[config.mk]
export PLATFORM = sky130hd
export DESIGN_NAME = pc_exec_controller
export DESIGN_NICKNAME = d
export VERILOG_FILES = /design/src/rtl/pc_exec_controller.sv
export SDC_FILE = /design/constraint.sdc
export NUM_CORES = 1
export LEC_CHECK = 0
export ABC_AREA = 1
export BUFFER_PORTS_ARGS = -buffer_cell sky130_fd_sc_hd__buf_4
export CAP_MARGIN = 0
export CORE_MARGIN = 3
export CORE_UTILIZATION = 44
export DETAILED_ROUTE_END_ITERATION = 10
export GPL_ROUTABILITY_DRIVEN = 0
export PLACE_DENSITY_LB_ADDON = 0.05
export SYNTH_ARGS = -nofsm -noshare
export SYNTH_HDL_FRONTEND = slang
export SYNTH_SLANG_ARGS = --single-unit
[constraint.sdc]
create_clock -name i_clk -period 1.87 [get_ports i_clk]
set_input_delay 0.374 -clock i_clk [delete_from_list [all_inputs] [get_ports i_clk]]
set_output_delay 0.374 -clock i_clk [all_outputs]
set_load 0.005 [all_outputs]
[src/rtl/pc_exec_controller.sv]
// Purpose: sequences the IF-stage start pulse and pipeline enable for the debug unit (RUN/STEP/ABORT).
// Latency: command accept -> START next cycle; first RUN enable 2 cycles after accept; halt drops enable next cycle.
// Backpressure: o_cmd_ready low in START/STEP_PULSE, in IDLE without a program, and in END while halt is held.
module pc_exec_controller #(
    parameter int CYCLE_COUNT_SIZE = 32
) (
    input  logic                        i_clk,
    input  logic                        i_reset_n,
    input  logic                        i_cmd_valid,
    input  logic [1:0]                  i_cmd,
    output logic                        o_cmd_ready,
    input  logic                        i_program_ready,
    input  logic                        i_halt,
    output logic                        o_start,
    output logic                        o_enable,
    output logic                        o_running,
    output logic                        o_end,
    output logic [CYCLE_COUNT_SIZE-1:0] o_cycle_count
);

    localparam logic [1:0] CMD_NOP   = 2'b00;
    localparam logic [1:0] CMD_RUN   = 2'b01;
    localparam logic [1:0] CMD_STEP  = 2'b10;
    localparam logic [1:0] CMD_ABORT = 2'b11;

    localparam logic [CYCLE_COUNT_SIZE-1:0] CNT_ONE = {{(CYCLE_COUNT_SIZE-1){1'b0}}, 1'b1};
    localparam logic [CYCLE_COUNT_SIZE-1:0] CNT_MAX = {CYCLE_COUNT_SIZE{1'b1}};

    typedef enum logic [2:0] {
        S_IDLE       = 3'd0,
        S_START      = 3'd1,
        S_RUN        = 3'd2,
        S_STEP_WAIT  = 3'd3,
        S_STEP_PULSE = 3'd4,
        S_END        = 3'd5
    } state_t;

    // Mode only matters when leaving START: continuous RUN or single STEP.
    typedef enum logic {
        MODE_RUN  = 1'b0,
        MODE_STEP = 1'b1
    } mode_t;

    state_t                        state_q, state_d;
    mode_t                         mode_q, mode_d;
    logic [CYCLE_COUNT_SIZE-1:0]   count_q;
    logic                          cmd_rdy;
    logic                          cmd_fire;
    logic                          count_clr;
    logic                          count_en;

    // Command acceptance window, decoded from state (and halt while in END).
    always_comb begin
        cmd_rdy = 1'b1;
        case (state_q)
            S_IDLE:       cmd_rdy = i_program_ready;
            S_START:      cmd_rdy = 1'b0;
            S_STEP_PULSE: cmd_rdy = 1'b0;
            S_END:        cmd_rdy = ~i_halt;
            default:      cmd_rdy = 1'b1;
        endcase
    end

    assign o_cmd_ready = cmd_rdy;
    assign cmd_fire    = i_cmd_valid & cmd_rdy;

    // Next-state and mode selection; unhandled commands are consumed without effect.
    always_comb begin
        state_d   = state_q;
        mode_d    = mode_q;
        count_clr = 1'b0;
        case (state_q)
            S_IDLE: begin
                if (cmd_fire) begin
                    case (i_cmd)
                        CMD_RUN: begin
                            state_d   = S_START;
                            mode_d    = MODE_RUN;
                            count_clr = 1'b1;
                        end
                        CMD_STEP: begin
                            state_d   = S_START;
                            mode_d    = MODE_STEP;
                            count_clr = 1'b1;
                        end
                        CMD_NOP, CMD_ABORT: state_d = S_IDLE;
                        default:            state_d = S_IDLE;
                    endcase
                end
            end
            // One cycle with enable low so the PC leaves its idle state first.
            S_START: begin
                state_d = (mode_q == MODE_STEP) ? S_STEP_WAIT : S_RUN;
            end
            // ABORT takes priority over a halt seen in the same cycle.
            S_RUN: begin
                if (cmd_fire && i_cmd == CMD_ABORT) begin
                    state_d = S_IDLE;
                end else if (i_halt) begin
                    state_d = S_END;
                end
            end
            S_STEP_WAIT: begin
                if (cmd_fire) begin
                    case (i_cmd)
                        CMD_STEP:  state_d = S_STEP_PULSE;
                        CMD_RUN: begin
                            state_d = S_RUN;
                            mode_d  = MODE_RUN;
                        end
                        CMD_ABORT: state_d = S_IDLE;
                        default:   state_d = S_STEP_WAIT;
                    endcase
                end
            end
            S_STEP_PULSE: begin
                state_d = i_halt ? S_END : S_STEP_WAIT;
            end
            // Readiness already blocks commands while halt is held here.
            S_END: begin
                if (cmd_fire) begin
                    case (i_cmd)
                        CMD_RUN: begin
                            state_d   = S_START;
                            mode_d    = MODE_RUN;
                            count_clr = 1'b1;
                        end
                        CMD_STEP: begin
                            state_d   = S_START;
                            mode_d    = MODE_STEP;
                            count_clr = 1'b1;
                        end
                        CMD_ABORT: state_d = S_IDLE;
                        default:   state_d = S_END;
                    endcase
                end
            end
            default: begin
                state_d = S_IDLE;
                mode_d  = MODE_RUN;
            end
        endcase
    end

    // State and mode registers; reset aborts immediately with no drain.
    always_ff @(posedge i_clk or negedge i_reset_n) begin
        if (!i_reset_n) begin
            state_q <= S_IDLE;
            mode_q  <= MODE_RUN;
        end else begin
            state_q <= state_d;
            mode_q  <= mode_d;
        end
    end

    assign count_en = (state_q == S_RUN) || (state_q == S_STEP_PULSE);

    // Executed-cycle counter: counts enabled cycles, saturates rather than wrapping.
    always_ff @(posedge i_clk or negedge i_reset_n) begin
        if (!i_reset_n) begin
            count_q <= '0;
        end else if (count_clr) begin
            count_q <= '0;
        end else if (count_en && (count_q != CNT_MAX)) begin
            count_q <= count_q + CNT_ONE;
        end
    end

    assign o_start       = (state_q == S_START);
    assign o_enable      = count_en;
    assign o_running     = (state_q == S_START) || (state_q == S_RUN) ||
                           (state_q == S_STEP_WAIT) || (state_q == S_STEP_PULSE);
    assign o_end         = (state_q == S_END);
    assign o_cycle_count = count_q;

endmodule

==> results.py <==
metrics = {
    "synthesis": {
        "ys_ff_latch": 36,
        "yosysMostFrequentCell": "nand2_1",
        "synthDistinctLibCells": 27,
        "synth_compound_area_frac": 0.0227,
        "synth_cells": 412,
        "yosys-top-cells-area": "dfrtp_1, nand2_1, nor2_1",
        "synth_top_family_by_area": "simple AND/OR/NAND/NOR gates",
        "syn_area_per_cell_um2": 6.56,
        "synth_xor_area_frac": 0.0389,
        "synth_top_area_share": 0.333,
        "synth_fa_ha_area_frac": 0.0371,
        "netlist_area_um2": 2700,
        "synth-seq-area-share": 0.333,
        "synth-simple-area-share": 0.489,
        "syn_nets": 427,
        "synthMuxAreaShare": 0,
        "synth_edf_count": 0,
        "synthArstFlopShare": 1.00,
        "yosys.area.top_type": "dfrtp_1",
        "synth_warnings": 0,
        "synth_top_cells_by_count": "nand2_1, nor2_1, dfrtp_1, nand3_1, inv_1",
        "synth_flop_cell": "dfrtp_1",
    },
    "setup_path": {
        "path_class": "reg2out",
        "critPathLaunchType": "register",
        "cp_common_cell": "buf_4",
        "regToRegSetupSlack_ns": 0.19,
        "path_depth": 6,
        "r2r_end": "o_cycle_count[26]",
        "path_cells": "inv_2, nor2_2, nand2_1, nand2_2, buf_4, buf_4",
        "startpoint": "state_q[1]",
        "crit_fanout": 6,
        "path_delay_family": "flip-flops",
        "crit_required_ns": 1.50,
        "cp-endpoint": "o_enable",
        "crit_arrival_ns": 1.40,
        "r2r_start": "o_cycle_count[0]",
        "slowest_delay_ns": 0.44,
        "cp-end-kind": "output port",
        "r2r_cells": 11,
        "cp_num_buf_inv": 3,
        "slowest_stage": "dfrtp_2",
    },
    "pwr": {
        "combPwrFrac": 0.434,
        "switchingPower_mw": 1.14,
        "ir_worst_vdd_mv": 0.657,
        "p_clk_frac": 0.204,
        "power_density_nw_per_um2": 799,
        "switching_share": 0.425,
        "power_leakage_nw": 1.81,
        "internal_power_mw": 1.55,
        "finalPower_mw": 2.69,
        "p_seq_frac": 0.361,
    },
    "cts": {
        "tritoncts": "built",
        "htreeDepth": 2,
        "clockBufferDepth": 2,
        "clock_sinks": 36,
        "cts_root_buf": "clkbuf_8",
        "clkSlewWorstSetupHoldPaths_ns": 0.08,
        "cts_buffers": 5,
        "clock_latency_ns": 0.29,
    },
    "worst_hold_path": {
        "hold_path.class": "in2async",
    },
    "floorplan": {
        "die_y_um": 84.4,
        "die_x_um": 84.4,
        "io-pin-count": 44,
        "core_um2": 5710,
        "dieArea_um2": 7120,
        "rows": 27,
        "initial_core_util": 0.473,
    },
    "placed_design": {
        "dp_cells": 544,
        "numPortBuffers": 43,
        "dp_hpwl_um": 5690,
    },
    "route": {
        "wire_per_inst_um": 13.2,
        "via_count": 2822,
        "dr.pass1.iters": 5,
        "drc": 0,
        "wl_um": 7330,
        "initialDrtViolationCount": 124,
        "viasPerCell": 5.09,
        "drtAntennaViolNets": 0,
    },
    "flow_run": {
        "max-cap-violations": 0,
    },
    "final_layout": {
        "stdcell_count": 554,
        "final_nets": 497,
        "syn_to_final_growth_pct": 24.6,
        "diodes": 0,
        "drive_gt1_frac": 0.214,
    },
    "global_routing": {
        "track_usage": 0.213,
        "antenna_found_initial": 0,
        "grt_pass1_wl_um": 12400,
        "grt_overflow": 0,
        "grt_max_degree": 37,
        "grt_pass1_vias": 2633,
    },
    "timing": {
        "maxSlewHeadroom": 0.683,
        "skew_ns": 0.00438,
        "worst_pin_slew_ns": 0.475,
        "finalSetupViolations": 0,
        "tns_ns": 0,
        "max_freq_mhz": 563,
        "report.final.slew_viol_count": 0,
        "fin_crit_ns": 1.78,
        "rsz0062_at_grt": "no",
        "hold_viol": 0,
        "fin_crit_sh": 0.950,
    },
    "run_status": {
        "status": "finished clean",
    },
}
[layer usage]
metal / vias to the layer above / wire (um) / track usage
li1: 1443 / - / -
met1: 1297 / 3410 / 0.288
met2: 70 / 3400 / 0.352
met3: 12 / 372 / 0.0334
met4: 0 / 155 / 0.0633
met5: - / 0 / 0
[power groups by stage]
| stage | Clock, mW | Combinational (mW) | Sequential [mW] |
|---|---|---|---|
| floorplan | 0 | 0.808 | 0.960 |
| global placement | 0 | 1.10 | 0.973 |
| detailed placement | 0 | 1.11 | 0.974 |
| CTS | 0.564 | 1.12 | 0.969 |
| global route | 0.596 | 1.32 | 0.990 |
| finish | 0.550 | 1.17 | 0.972 |
[how the worst min path moves through the flow]
stage,startpoint,end,slack (ns),cells past startpoint
2_1_floorplan,i_reset_n,mode_q,0.08,0
3_3_place_gp,i_reset_n,o_cycle_count[3],0.37,1
3_5_place_dp,i_reset_n,o_cycle_count[4],0.37,1
4_1_cts,i_reset_n,o_cycle_count[3],0.05,1
5_1_grt,i_reset_n,o_cycle_count[3],0.07,1
6_report,i_reset_n,o_cycle_count[3],0.03,1
[cell type report]
| class | count | area [um^2] |
|---|---|---|
| Clock inverter | 2 | 12.5 |
| Timing Repair Buffer | 71 | 533 |
| Inverter | 39 | 156 |
| Fill cell | 590 | 2340 |
| Tap cell | 72 | 90.1 |
| Multi-Input combinational cell | 329 | 1600 |
| Sequential cell | 36 | 907 |
| Clock buffer | 5 | 68.8 |
[logic make-up after synthesis]
kind of cell,count (synthesis)
simple gates,298
buf+inv,47
flops,36
xor+xnor,12
compound gates,11
fa+ha+maj,8
[state kept, by name, summed over array words and instances (netlist names)]
| signal | cells |
|---|---|
| mode_q | 1 |
| o_cycle_count | 32 |
| state_q | 3 |
[what timing repair did]
item                                    in CTS  in global routing
gates cloned                                 0                  0
hold buffers                                 0                  0
buffers inserted                             0                  3
endpoints found under the setup margin       1                 30
pin swaps                                    0                  0
gates resized for setup                      2                 11
endpoints found under the hold margin        0                  0
[per-stage QoR]
step | util | setup slack (ns) | area (um^2) | hold WS [ns]
global placement | 0.567 | 0.0923 | 3240 | 0.375
finish | 0.590 | 0.0927 | 3370 | 0.0318
floorplan | - | 0.159 | 2700 | 0.0784
detailed placement | 0.567 | 0.0206 | 3240 | 0.373
global route | 0.590 | 0.00895 | 3370 | 0.0679
CTS | 0.583 | 0.00571 | 3330 | 0.0529
[layout by cell type (no fill, tap or decap), types with 4 or more instances in the layout]
| cell type | n |
|---|---|
| dfrtp_1 | 31 |
| nor2_1 | 51 |
| nand4_1 | 19 |
| nand2_1 | 168 |
| o21ai_0 | 4 |
| xor2_1 | 12 |
| buf_4 | 71 |
| nand3b_1 | 8 |
| clkbuf_8 | 5 |
| inv_1 | 34 |
| nand3_1 | 36 |
| ha_1 | 8 |
| dfrtp_2 | 5 |
Power figures use the tool's default switching activity.
